$ cat config.mk
export PLATFORM = sky130hd
export DESIGN_NAME = audio_interp
export DESIGN_NICKNAME = d
export VERILOG_FILES = /design/src/rtl/audio_interp.sv
export SDC_FILE = /design/constraint.sdc
export NUM_CORES = 1
export LEC_CHECK = 0
export BUFFER_PORTS_ARGS = -buffer_cell sky130_fd_sc_hd__buf_2
export CAP_MARGIN = 20
export CORE_ASPECT_RATIO = 1.2
export CORE_MARGIN = 1
export CORE_UTILIZATION = 36
export DETAILED_ROUTE_END_ITERATION = 12
export PLACE_DENSITY = 0.59
export SYNTH_ARGS = -nofsm -noshare
export SYNTH_HDL_FRONTEND = slang
export SYNTH_SLANG_ARGS = --single-unit
$ cat constraint.sdc
create_clock -name clk -period 3.95 [get_ports clk]
set_clock_uncertainty 0.05 [all_clocks]
set_input_delay 0 -clock clk [delete_from_list [all_inputs] [get_ports clk]]
set_output_delay 0 -clock clk [all_outputs]
set_load 0.05 [all_outputs]
$ cat src/rtl/audio_interp.sv
// Audio conditioning stage: linear ramp between successive samples over 2^K clocks,
// optional LFSR dither, and saturation to an A-bit signed word for the FM modulator.
module audio_interp #(
   parameter int          A         = 8,
   parameter int          K         = 6,
   parameter logic [15:0] LFSR_SEED = 16'hACE1
) (
   input  logic                clk,
   input  logic                rst_n,
   input  logic signed [A-1:0] din,
   input  logic                din_valid,
   input  logic        [2:0]   dith_fact,
   output logic signed [A-1:0] dout,
   output logic                ramp_active
);

   localparam int W = A + K;

   typedef enum logic {IDLE, RAMP} state_t;

   state_t              state, state_nx;
   logic signed [W-1:0] acc, acc_nx;
   logic signed [W-1:0] target, target_nx;
   logic signed [W-1:0] step, step_nx;
   logic        [K-1:0] cnt, cnt_nx;
   logic        [15:0]  lfsr;
   logic                lfsr_fb;

   logic signed [W-1:0] din_target;
   logic signed [W:0]   diff;
   logic signed [W-1:0] step_load;
   logic signed [7:0]   lfsr_hi;
   logic signed [7:0]   dth8;
   logic        [3:0]   dth_shamt;
   logic signed [W:0]   dth;
   logic signed [W:0]   sum;
   logic signed [W:0]   sum_sh;
   logic                sat_ovf;
   logic signed [A-1:0] dout_nx;

   // Step is the rounded-down slope from the current acc to the new target;
   // the extra bit keeps a full-scale swing from overflowing the difference.
   assign din_target = $signed({din, {K{1'b0}}});
   assign diff       = $signed({din_target[W-1], din_target}) - $signed({acc[W-1], acc});
   assign step_load  = W'(diff >>> K);

   // NOTE: every signal written here gets a default first, so no latch is inferred.
   always_comb begin
      state_nx  = state;
      acc_nx    = acc;
      target_nx = target;
      step_nx   = step;
      cnt_nx    = cnt;
      if (din_valid) begin
         target_nx = din_target;
         step_nx   = step_load;
         cnt_nx    = '1;
         state_nx  = RAMP;
      end else if (state == RAMP) begin
         if (cnt != '0) begin
            acc_nx = acc + step;
            cnt_nx = cnt - K'(1);
         end else begin
            acc_nx   = target;
            state_nx = IDLE;
         end
      end
   end

   assign lfsr_fb = lfsr[15] ^ lfsr[13] ^ lfsr[12] ^ lfsr[10];

   // Dither lives in the fraction bits of acc; amplitude 0 must be exactly zero,
   // not the -1/0 an 8-bit arithmetic shift would leave behind.
   assign lfsr_hi   = $signed(lfsr[15:8]);
   assign dth_shamt = 4'd8 - {1'b0, dith_fact};
   assign dth8      = (dith_fact == 3'd0) ? 8'sd0 : (lfsr_hi >>> dth_shamt);
   assign dth       = $signed({{(W + 1 - 8){dth8[7]}}, dth8});

   assign sum     = $signed({acc[W-1], acc}) + dth;
   assign sum_sh  = sum >>> K;
   assign sat_ovf = !((&sum_sh[W:A-1]) || !(|sum_sh[W:A-1]));
   assign dout_nx = sat_ovf ? $signed({sum_sh[W], {(A - 1){~sum_sh[W]}}}) : sum_sh[A-1:0];

   // NOTE: sequential state uses non-blocking assignments so all registers
   // update together from the values sampled at the same edge.
   always_ff @(posedge clk or negedge rst_n) begin
      if (!rst_n) begin
         state  <= IDLE;
         acc    <= '0;
         target <= '0;
         step   <= '0;
         cnt    <= '0;
         lfsr   <= LFSR_SEED;
         dout   <= '0;
      end else begin
         state  <= state_nx;
         acc    <= acc_nx;
         target <= target_nx;
         step   <= step_nx;
         cnt    <= cnt_nx;
         lfsr   <= {lfsr[14:0], lfsr_fb};
         dout   <= dout_nx;
      end
   end

   assign ramp_active = (state == RAMP);

endmodule

-- After elaboration in Yosys (flattened, before gate mapping)
Cells that the tools add are included.
- register bits after elaboration: 62
- bits of input ports: 14
- word-level logic and storage cells: 37
- add/sub/neg operators: 5
- shifts and indexed selects: 1
- muxes and demuxes: 9
- bitwise gates (word level): 5
- reduce and logical (&&, ||, !) cells: 10
- operators with widths (operator ; number):
    6-bit two-way mux ; 3
    8-bit two-way mux ; 2
    14-bit by 8-bit adder with 15-bit output ; 1
    14-bit by 14-bit subtractor with 15-bit output ; 1
    14-bit by 9-bit adder with 14-bit output ; 1
    14-bit two-way mux ; 1
    8-bit by 4-bit >>> shifter with 8-bit output ; 1
    2-bit AND reduction ; 3
    6-bit nonzero test ; 1
    6-bit by 1-bit subtractor with 6-bit output, second input constant ; 1
    2-bit nonzero test ; 2
    4-bit by 3-bit subtractor with 4-bit output, first input constant ; 1
    3-bit logical NOT ; 1
    1-bit two-way mux ; 3
    1-bit XOR ; 3
    1-bit inverter ; 2
    2-bit OR reduction ; 1
    1-bit logical NOT ; 1
    1-bit logical OR ; 1

-- Depth between registers and ports, before layout
Gate-level depths: netlist of the first run.
- word-level depth: 8
- gate-level depth with buffers: 17
- depth with buffers taken out: 15

-- Worst setup path after synthesis of the first run
Ideal clock, no wire load.
- path kind: in2reg
- from: in dith_fact[0]
- to: reg dout[0]
- data arrival time: 3.026 ns
- data required time: 3.766 ns
- setup slack: 0.740 ns
- cell stages on the path: 16
- path buffers: 2
- cell sequence: buf_6 -> inv_1 -> ha_1 -> ha_1 -> buf_4 -> o21ai_0 -> a21oi_1 -> ha_1 -> a2111oi_0 -> o21ai_0 -> a32oi_1 -> a31oi_4 -> a31oi_4 -> o21ba_4 -> mux2i_2 -> o21ai_1
- cells in the longest elaborated chain, start to end: 8
- ends and longest elaborated chain (item ; line ; source):
    start: declaration ; 12 ; input logic [2:0] dith_fact,
    4-bit by 3-bit subtractor with 4-bit output ; 75 ; assign dth_shamt = 4'd8 - {1'b0, dith_fact};
    8-bit by 4-bit >>> shifter with 8-bit output ; 76 ; assign dth8 = (dith_fact == 3'd0) ? 8'sd0 : (lfsr_hi >>> dth_shamt);
    8-bit two-way mux (*) ; 76 ;
    14-bit by 8-bit adder with 15-bit output (*) ; 79 ; assign sum = $signed({acc[W-1], acc}) + dth;
    2-bit OR reduction ; 81 ; assign sat_ovf = !((&sum_sh[W:A-1]) || !(|sum_sh[W:A-1]));
    1-bit logical NOT ; 81 ;
    1-bit logical OR ; 81 ;
    8-bit two-way mux (*) ; 82 ; assign dout_nx = sat_ovf ? $signed({sum_sh[W], {(A - 1){~sum_sh[W]}}}) : sum_sh[A-1:0];
    net dout_nx[0] ; 39 ; logic signed [A-1:0] dout_nx;
    end signal: assignment ; 102 ; dout <= dout_nx;
    end: declaration ; 13 ; output logic signed [A-1:0] dout,
The timed path passes the listed nets; every way through them passes the cells marked *.
A chain may end at the register's enable or synchronous reset.

-- Worst setup path in the final report of the first run
- from: reg lfsr[13]
- to: reg dout[4]
- cells in the longest elaborated chain, start to end: 7
- ends and longest elaborated chain (item ; line ; source):
    start: declaration ; 26 ; logic [15:0] lfsr;
    start signal: assignment ; 101 ; lfsr <= {lfsr[14:0], lfsr_fb};
    8-bit by 4-bit >>> shifter with 8-bit output (*) ; 76 ;
    8-bit two-way mux (*) ; 76 ;
    14-bit by 8-bit adder with 15-bit output (*) ; 79 ;
    2-bit OR reduction ; 81 ;
    1-bit logical NOT ; 81 ;
    1-bit logical OR ; 81 ;
    8-bit two-way mux (*) ; 82 ;
    net dout_nx[4] ; 39 ;
Marks and branches as above.

==> results.env, run 1 <==
CRIT_PATH_CELL_TRACE='mux2_2 -> mux2i_1 -> or3_1 -> a21oi_1 -> ha_1 -> a21oi_1 -> o21ai_0 -> a32oi_1 -> a31oi_4 -> a31oi_4 -> o21ba_4 -> mux2i_2 -> o21ai_1'
CRITPATHSLOWESTCELL='dfstp_2'
POSTROUTEWIRELENGTH_UM=8360
CTS.SINKS=62
CLK-INSERTION-DELAY-LATE_NS=0.34
WORSTSETUPPATHTYPE='flip-flop to flip-flop'
TRITONCTS='yes'
CRIT_BUF_INV=0
BOUNDARYPINS=23
FINAL_LAYOUT_SIZE_SUFFIX_GT1_FRAC=0.182
CTS.ROOT.BUFFER_CELL='clkbuf_16'
WORST-ENDPOINT-REQUIRED_NS=4.10
VIA_COUNT_OF_THE_FIRST_GLOBAL_ROUTING_PASS=3068
MAX-VDD-IR-DROP_mV=0.316
SYNTH.AREA.MUX_SHARE=0.0927
POWER_LEAKAGE_nW=2.12
WORSTPATHARRIVAL_NS=3.54
FIN_TNS_SETUP_NS=0
TIMING.CRITICAL_PATH.DEPTH=13
ROWS=41
CLOCK_POWER_SHARE=0.219
MAXSLEWHEADROOM=0.329
SYNTH_ADDER_AREA_SHARE=0.120
GRT_UTIL_ALL_LAYERS=0.160
CRITPATHCAPTURETYPE='flip-flop'
ANTENNA-DIODE-COUNT=0
DRTITER0DRC=114
POSTSYNTHNETCOUNT=449
OUTCOME='finished clean'
DIE_X_UM=98.5
INITIAL_ANTENNA_VIOLATION_COUNT=0
SETUP_VIOL_COUNT_FINAL=0
GROUTE.LAYER.MET3.USAGE=0.0392
IO_BUFFERS=22
REGAREA_MM2=0.00156
DRT_FIRST_PASS_ITERS=6
YS.FLOP_TYPE='dfrtp_1'
PRE_CTS_SLACK_NS=0.277
DIE_AREA_MM2=0.0116
GLOBAL_ROUTE.USAGE.MET2=0.262
TIMING_HOLD_VIOLATIONS_FINAL=0
R2R_CELLS=13
HTREE_LEVELS=3
VIASPERCELL=5.34
PART_OF_THE_CYCLE_THE_WORST_PATH_NEEDS=0.857
NUM-NETS-FINAL=482
FIRST_PASS_GRT_WIRE_LENGTH_UM=14500
YS_FF_LATCH=62
CP_TOP_FAMILY='compound AO/OA/AOI/OAI gates'
GRT_REMAINING_OVERFLOW=0
POWER.DENSITY_CELL_AREA_mW_PER_MM2=778
DRV_CAP=0
PLACE.DETAILED.INSTANCES=539
LAYOUT_OVERHEAD_ON_THE_SYNTHESIZED_AREA_PCT=15.3
RSZ_0062_RAISED_AFTER_GLOBAL_ROUTING='false'
GLOBALROUTE.BUSIESTLAYER='met2'
LAYOUT.CELLS.MOST_COMMON='dfrtp_1'
POST_SYNTH_NUM_CELL_TYPES=60
WORST_R2R_STARTPOINT='lfsr[13]'
SETUP.WORST_PATH.START='lfsr[13]'
CTS_MADE_BUFFERS=9
FINAL_CELL_COUNT_NO_FILL=564
ACHIEVABLE-FREQUENCY_GHz=0.295
SYNTH_EDF_COUNT=0
MAPPEDNETLISTAREA_MM2=0.00402
MIN-DELAY-START='din_valid'
MIN_PERIOD_NS=3.39
SYNTH-ASYNC-RESET-RATIO=1.00
COMBINATIONALPOWERSHARE=0.512
FIN_WS_NS=0.563
YS.WARNINGS.COUNT=0
CORE_MM2=0.0107
HOLD_WC_PATH_TYPE='input port to flip-flop'
MOSTFREQUENTLAYOUTCELLS='dfrtp_1 (54), ha_1 (37), nand2_1 (34)'
AVGSYNTHCELLAREA_UM2=10.1
INITIAL_CORE_UTIL=0.377
DRC_VIOLATION_COUNT_AFTER_ROUTING=0
POST_CTS_REPAIR_RESIZE_COUNT=0
NUMBER_OF_INSTANCES_IN_THE_SYNTHESIZED_NETLIST=397
ANTENNA_LEFT=0
DIE_H_UM=118
TIGHTEST_SLEW_NS=1.00
TIMING.FINAL.MAX_SLEW_VIOLATIONS=0
SYNTH-SEQ-AREA-SHARE=0.388
MULTI_INPUT_COMB_AREA_MM2=0.00230
GRT_MAX_DEGREE=33
COMPOUND_GATE_PORTION_OF_THE_SYNTHESIZED_AREA=0.169
AVGROUTEDWIREPERCELL_UM=14.8
DOMINANT_COMBINATIONAL_CELL_FAMILY_BY_AREA_AFTER_SYNTHESIS='compound AO/OA/AOI/OAI gates'
STDCELL_AREA_MM2=0.00464
POWER.SEQUENTIAL.FRACTION=0.268
CLOCK_TREE.BUFFER_DEPTH=2
STARTPOINT_TYPE='flip-flop'
SWITCHING_PART_OF_THE_TOTAL_POWER=0.419
NETSWITCHINGPOWER_mW=1.51
CRITICAL_PATH.MAX_STAGE_DELAY_NS=0.58
CTS.CLK_SLEW.WORST_PATHS_NS=0.05
GRT.MET1_USAGE=0.197
VIA_COUNT=3009
GPL.FINAL_WEIGHTED_CONGESTION=0.877
SIMPLE_GATE_SHARE_OF_THE_SYNTHESIZED_AREA=0.134
WORSTPATHMAXFANOUT=7
DP_HPWL_UM=6290
P_INT_mW=2.10
PLACED_AREA_MM2=0.00425
WORST_HOLD_PATH.NUM_CELLS=3
SYNTHXORXNORAREAFRAC=0.0566
LAYOUT.FILLER_CELLS=1046
[cell usage after synthesis, drive strengths merged, types with 9 or more instances]
cell type / n / area, um^2
dfrtp: 54 / 1350
a21oi: 24 / 120
mux2: 15 / 169
inv: 25 / 93.8
nor3: 9 / 45.0
a21o: 9 / 70.1
nand3: 11 / 55.1
ha: 37 / 463
xnor2: 16 / 140
a31oi: 13 / 118
o21ai: 20 / 100
nor2: 21 / 78.8
nand2: 34 / 128
xor2: 10 / 87.6
[routing by layer]
layer  wire length [um]  up-vias  share of wire
li1                   -     1511              -
met1               3830     1434           0.46
met2               4050       47           0.48
met3                300       17          0.036
met4                185        0          0.022
met5                  0        -              0
[sequential cells by signal, summed over array words and instances, names as in the netlist]
signal,cells
cnt,6
step,9
acc,14
target,8
lfsr,16
dout,8
ramp_active,1
[power by group through the flow]
stage               Sequential [mW]  Clock (mW)  Combinational, mW
finish                        0.969       0.791               1.85
global route                  0.995       0.843               2.06
CTS                           0.971       0.814               1.85
detailed placement            0.981           0               1.82
global placement              0.979           0               1.79
floorplan                      1.07           0               1.34
[metrics by stage]
step	hold WS [ns]	utilization	power [mW]
4_1_cts	0.127	0.435	3.63
3_5_place_dp	0.0697	0.398	2.80
2_1_floorplan	-0.346	-	2.41
6_report	0.127	0.435	3.61
3_3_place_gp	0.0608	0.398	2.77
5_1_grt	0.184	0.435	3.90
[logic make-up after synthesis]
family | Yosys count
buf+inv | 36
simple gates | 111
mux | 26
xor+xnor | 26
fa+ha+maj | 38
flops | 62
compound gates | 98
[worst paths after layout]
check / endpoint / slack [ns]
worst max-delay path: dout[4] / 0.56
worst min-delay path: step[1] / 0.13
worst max register to register: dout[4] / 0.56
worst min register to register: lfsr[5] / 0.30
max in group asynchronous: lfsr[0] / 2.74
min in group asynchronous: target[6] / 0.21
[final cells by class]
type / instances / area share
multi-input combinational: 299 / 0.497
sequential: 62 / 0.337
clock inverter: 7 / 0.0162
inverter: 25 / 0.0202
clock buffer: 9 / 0.0486
timing repair buffer: 33 / 0.0464
tap: 129 / 0.0348
[worst register-to-register path, stage by stage (launching register included)]
cell	delay (ns)
dfstp_2	0.58
mux2_2	0.17
mux2i_1	0.07
or3_1	0.32
a21oi_1	0.16
ha_1	0.30
a21oi_1	0.17
o21ai_0	0.13
a32oi_1	0.28
a31oi_4	0.15
a31oi_4	0.26
o21ba_4	0.18
mux2i_2	0.31
o21ai_1	0.12
[repair_timing]
| item | in CTS | in global routing |
|---|---|---|
| hold endpoints to repair | 38 | 0 |
| endpoints found under the setup margin | 0 | 0 |
| hold buffers | 9 | 0 |
| setup buffers | 0 | 0 |
Power figures use the tool's default switching activity.
==> run 2: changes to the inputs <==
--- a/config.mk
+++ b/config.mk
@@ -11,7 +11,8 @@
 export CORE_MARGIN = 1
 export CORE_UTILIZATION = 36
 export DETAILED_ROUTE_END_ITERATION = 12
-export PLACE_DENSITY = 0.59
+export PLACE_DENSITY_LB_ADDON = 0.2
+export REMOVE_ABC_BUFFERS = 1
 export SYNTH_ARGS = -nofsm -noshare
 export SYNTH_HDL_FRONTEND = slang
 export SYNTH_SLANG_ARGS = --single-unit
==> results.env, run 2 (synthesized netlist as in run 1, its figures left out) <==
OUTCOME='finished clean'
POSTROUTEWIRELENGTH_UM=8380
DP_HPWL_UM=6070
POST_CTS.REPAIR.SETUP_BUFFERS=0
GRT_UTIL_ALL_LAYERS=0.159
LAYOUT.CELLS.MOST_COMMON='dfrtp_1'
MAXSLEWHEADROOM=0.471
VIA_COUNT=3020
GRT_REMAINING_OVERFLOW=0
NUM-NETS-FINAL=483
CTS_HOLD_BUFFERS=9
NETSWITCHINGPOWER_mW=1.47
ANTENNA-DIODE-COUNT=0
ANTENNA_LEFT=0
TRITONCTS='yes'
CTS.CLK_SLEW.WORST_PATHS_NS=0.06
MAX-VDD-IR-DROP_mV=0.291
CRITPATHCAPTURETYPE='flip-flop'
ACHIEVABLE-FREQUENCY_GHz=0.298
WORSTPATHMAXFANOUT=7
CORE_MM2=0.0107
PART_OF_THE_CYCLE_THE_WORST_PATH_NEEDS=0.849
SETUP.WORST_PATH.START='lfsr[13]'
TOP_REGISTER='lfsr'
SWITCHING_PART_OF_THE_TOTAL_POWER=0.404
WORST-ENDPOINT-REQUIRED_NS=4.10
P_INT_mW=2.17
CTS_MADE_BUFFERS=9
POWER.DENSITY_CELL_AREA_mW_PER_MM2=782
CLOCK_POWER_SHARE=0.234
FINAL_CELL_COUNT_NO_FILL=565
STARTPOINT_TYPE='flip-flop'
CTS.ROOT.BUFFER_CELL='clkbuf_16'
FIRST_PASS_GRT_WIRE_LENGTH_UM=14400
HTREE_LEVELS=3
POWER_LEAKAGE_nW=2.14
RSZ_0062_RAISED_AFTER_GLOBAL_ROUTING='false'
LARGEST_REGISTER_FF_COUNT=16
LAYOUT_OVERHEAD_ON_THE_SYNTHESIZED_AREA_PCT=16.1
ROWS=41
DRT_FIRST_PASS_ITERS=6
VIA_COUNT_OF_THE_FIRST_GLOBAL_ROUTING_PASS=3075
BOUNDARYPINS=23
MOSTFREQUENTLAYOUTCELLS='dfrtp_1 (54), ha_1 (37), nand2_1 (34)'
WORST_R2R_STARTPOINT='lfsr[13]'
LARGESTREGISTERS='lfsr: 16 flops, acc: 14 flops, step: 9 flops'
DRV_CAP=0
MIN_PERIOD_NS=3.35
CLOCK_TREE.BUFFER_DEPTH=2
VIASPERCELL=5.35
GRT_MAX_DEGREE=63
WORSTSETUPPATHTYPE='flip-flop to flip-flop'
POST_CTS_REPAIR_RESIZE_COUNT=0
TIMING_HOLD_VIOLATIONS_FINAL=0
INITIAL_ANTENNA_VIOLATION_COUNT=0
SETUP_VIOL_COUNT_FINAL=0
DIE_H_UM=118
FINAL_LAYOUT_SIZE_SUFFIX_GT1_FRAC=0.183
DRC_VIOLATION_COUNT_AFTER_ROUTING=0
DIE_X_UM=98.5
INITIAL_CORE_UTIL=0.377
IO_BUFFERS=22
DRTITER0DRC=149
GPL.FINAL_WEIGHTED_CONGESTION=0.886
PLACE.DETAILED.INSTANCES=540
MIN-DELAY-START='din_valid'
CTS.SINKS=62
DIE_AREA_MM2=0.0116
AVGROUTEDWIREPERCELL_UM=14.8
COMBINATIONALPOWERSHARE=0.499
HOLD_WC_PATH_TYPE='input port to flip-flop'
TIGHTEST_SLEW_NS=0.794
TIMING.FINAL.MAX_SLEW_VIOLATIONS=0
FIN_TNS_SETUP_NS=0
WORSTPATHARRIVAL_NS=3.50
CLK-INSERTION-DELAY-LATE_NS=0.33
POWER.SEQUENTIAL.FRACTION=0.268
==> run 2: power by group through the flow <==
stage / Clock, mW / Combinational, mW / Sequential [mW]
after floorplan: 0 / 1.33 / 1.07
after global placement: 0 / 1.77 / 0.985
after detailed placement: 0 / 1.80 / 0.991
after CTS: 0.873 / 1.82 / 0.980
after global routing: 0.901 / 2.06 / 1.00
final: 0.852 / 1.82 / 0.977
==> run 2: final cells by class <==
class | instances | area [um^2]
clock buffers | 10 | 239
multi-input cells | 299 | 2300
fillers | 1013 | 6000
flip-flops and latches | 62 | 1560
clock inverters | 6 | 85.1
well taps | 129 | 161
inverters | 25 | 93.8
repair buffers | 34 | 223
==> run 2: routing by layer <==
metal  vias up  part of all wire  track usage
met5         -                 0            0
met4         0             0.016       0.0588
met3        11             0.021       0.0333
met2        29              0.47        0.254
met1      1456              0.50        0.210
li1       1524                 -            -
==> run 2: worst paths after layout <==
path | to | slack [ns] | cells after the start
hold reg to reg | lfsr[3] | 0.29 | 0
hold / removal | step[1] | 0.14 | 3
max in group asynchronous | dout[0] | 3.01 | 3
setup reg to reg | dout[1] | 0.60 | 13
min in group asynchronous | cnt[5] | 0.33 | 3
setup / recovery | dout[1] | 0.60 | 13
==> run 2: worst max-delay path: stages (launching register included) <==
cell,delay (ns)
dfstp_2,0.58
mux2_2,0.16
mux2i_1,0.08
or3_1,0.32
a21oi_1,0.16
ha_1,0.30
a21oi_1,0.16
o21ai_0,0.13
a32oi_1,0.27
a31oi_4,0.15
a31oi_4,0.26
o21ba_4,0.17
mux2i_2,0.31
o21ai_1,0.11
==> run 2: through the flow <==
step                      setup WS [ns]  total power [mW]  hold slack, ns   util  instance area [um^2]
after detailed placement          0.303              2.79           0.187  0.399                  4250
after global placement            0.413              2.76           0.182  0.399                  4250
after CTS                         0.593              3.68           0.130  0.438                  4670
after floorplan                   0.864              2.41          -0.346      -                  3960
final                             0.598              3.65           0.140  0.438                  4670
after global routing              0.290              3.96           0.179  0.438                  4670
==> run 3: changes to the inputs <==
==> constraint.sdc (replaced) <==
create_clock -name clk -period 3.3 [get_ports clk]
set_clock_uncertainty 0.05 [all_clocks]
set_input_delay 0 -clock clk [delete_from_list [all_inputs] [get_ports clk]]
set_output_delay 0 -clock clk [all_outputs]
set_load 0.05 [all_outputs]
==> results.env, run 3 (synthesized netlist as in run 1, its figures left out) <==
REG_TO_REG_END='dout[0]'
CRITICAL_PATH.MAX_STAGE_DELAY_NS=0.49
MIN_PERIOD_NS=3.10
AVGROUTEDWIREPERCELL_UM=15.0
DP_HPWL_UM=6330
GRT_REMAINING_OVERFLOW=0
SETUP.WORST_PATH.START='lfsr[9]'
TIGHTEST_SLEW_NS=0.803
POSTROUTEWIRELENGTH_UM=8650
OUTCOME='finished clean'
CTS.CLK_SLEW.WORST_PATHS_NS=0.05
LARGESTREGISTERS='lfsr: 16 flops, acc: 14 flops, step: 9 flops'
VIA_COUNT=3065
TIMING_HOLD_VIOLATIONS_FINAL=0
VIA_COUNT_OF_THE_FIRST_GLOBAL_ROUTING_PASS=3115
REG2REG_SETUP_SLACK_NS=0.20
TIMING.CRITICAL_PATH.DEPTH=12
LARGEST_REGISTER_FF_COUNT=16
CRITPATHCAPTURETYPE='flip-flop'
POWER.DENSITY_CELL_AREA_mW_PER_MM2=926
POWER.TOTAL_mW=4.40
DIE_AREA_MM2=0.0116
WORSTPATHMAXFANOUT=6
STARTPOINT_TYPE='flip-flop'
CLOCK_TREE.BUFFER_DEPTH=2
WORSTSETUPPATHTYPE='flip-flop to flip-flop'
ROWS=41
LAYOUT.FILLER_CELLS=1047
DRV_CAP=0
SETUP_VIOL_COUNT_FINAL=0
LAYOUT.CELLS.MOST_COMMON='dfrtp_1'
HTREE_LEVELS=3
MOSTFREQUENTLAYOUTCELLS='dfrtp_1 (54), ha_1 (37), nand2_1 (34)'
RSZ_0062_RAISED_AFTER_GLOBAL_ROUTING='false'
WORSTPATHARRIVAL_NS=3.27
ANTENNA-DIODE-COUNT=0
MAXSLEWHEADROOM=0.465
BOUNDARYPINS=23
ENDPOINT='dout[0]'
CORE_MM2=0.0107
WORST-ENDPOINT-REQUIRED_NS=3.46
TIMING.FINAL.MAX_SLEW_VIOLATIONS=0
CRITPATHSLOWESTCELL='mux4_1'
CRIT_PATH_CELL_TRACE='mux4_1 -> o21ai_0 -> a21oi_1 -> ha_1 -> nand3_1 -> or3_4 -> a21o_1 -> a31oi_4 -> a31oi_4 -> o21ba_4 -> mux2i_4 -> o21ai_1'
CTS.SINKS=62
CRIT_BUF_INV=0
LAYOUT_OVERHEAD_ON_THE_SYNTHESIZED_AREA_PCT=18.3
DRT_FIRST_PASS_ITERS=6
FINAL_LAYOUT_SIZE_SUFFIX_GT1_FRAC=0.209
CP_COMMON_CELL='a31oi_4'
CTS_MADE_BUFFERS=9
INITIAL_CORE_UTIL=0.377
DRC_VIOLATION_COUNT_AFTER_ROUTING=0
WORST_HOLD_MARGIN_NS=0.134
PART_OF_THE_CYCLE_THE_WORST_PATH_NEEDS=0.941
GPL.FINAL_WEIGHTED_CONGESTION=0.847
HOLD_WC_PATH_TYPE='input port to flip-flop'
CTS.ROOT.BUFFER_CELL='clkbuf_16'
FIRST_PASS_GRT_WIRE_LENGTH_UM=14700
VIASPERCELL=5.33
DIE_X_UM=98.5
MAX-VDD-IR-DROP_mV=0.334
NUM-NETS-FINAL=493
DIE_H_UM=118
CLK-INSERTION-DELAY-LATE_NS=0.34
ACHIEVABLE-FREQUENCY_GHz=0.322
GRT_UTIL_ALL_LAYERS=0.164
INITIAL_ANTENNA_VIOLATION_COUNT=0
R2R_CELLS=12
TOP_REGISTER='lfsr'
IO_BUFFERS=22
DRTITER0DRC=154
TRITONCTS='yes'
POWER_LEAKAGE_nW=2.19
CP_TOP_FAMILY='compound AO/OA/AOI/OAI gates'
GRT_MAX_DEGREE=37
ANTENNA_LEFT=0
WORST_R2R_STARTPOINT='lfsr[9]'
[run 3: how the worst min path moves through the flow]
stage                          from       to  slack [ns]  cells after the start
after global placement        rst_n   cnt[3]        0.09                      1
final                     din_valid  step[1]        0.13                      3
after detailed placement      rst_n   cnt[5]         0.1                      1
after global routing      din_valid  step[0]        0.18                      2
after CTS                 din_valid  step[1]        0.14                      3
after floorplan               rst_n   acc[0]       -0.35                      0
[run 3: area by class of cell]
class	count	area [um^2]	share of cell area
multi-input combinational	299	2330	0.489
sequential	62	1560	0.328
timing repair buffer	44	298	0.0626
clock buffer	10	229	0.0481
tap	129	161	0.0339
inverter	25	93.8	0.0197
clock inverter	6	86.3	0.0181
[run 3: worst reg2reg max path, delay by kind of cell, from the launching register on]
kind | cells | cell delay, ns
compound gates | 7 | 1.13
mux | 2 | 0.71
simple gates | 2 | 0.42
flops | 1 | 0.40
fa+ha+maj | 1 | 0.27
[run 3: metrics by stage]
stage	util	TNS [ns]	cells	cell area, um^2	setup slack (ns)
3_3_place_gp	0.405	0	549	4320	0.0847
3_5_place_dp	0.405	-0.0218	549	4320	-0.0112
4_1_cts	0.444	0	574	4740	0.0293
6_report	0.446	0	575	4760	0.195
2_1_floorplan	-	0	386	3960	0.214
5_1_grt	0.446	0	575	4760	0.00525
[run 3: what timing repair did]
| item | 4_1_cts | 5_1_grt |
|---|---|---|
| pin swaps | 1 | 4 |
| setup buffers | 0 | 1 |
| resized for setup | 1 | 5 |
| setup endpoints to repair | 6 | 6 |
| hold buffers | 9 | 0 |
| endpoints found under the hold margin | 35 | 0 |
[run 3: power breakdown]
part | switching [mW] | total [mW] | leakage [nW] | internal (mW)
Clock | 0.341 | 1.00 | 0.152 | 0.659
Sequential | 0.183 | 1.16 | 0.715 | 0.975
Combinational | 1.27 | 2.25 | 1.32 | 0.975
Total | 1.80 | 4.40 | 2.19 | 2.61
[run 3: metal layers]
| metal | wire (um) | GRT usage |
|---|---|---|
| met3 | 244 | 0.0344 |
| met2 | 4240 | 0.273 |
| met1 | 3990 | 0.203 |
| met5 | 0 | 0 |
| met4 | 175 | 0.0718 |
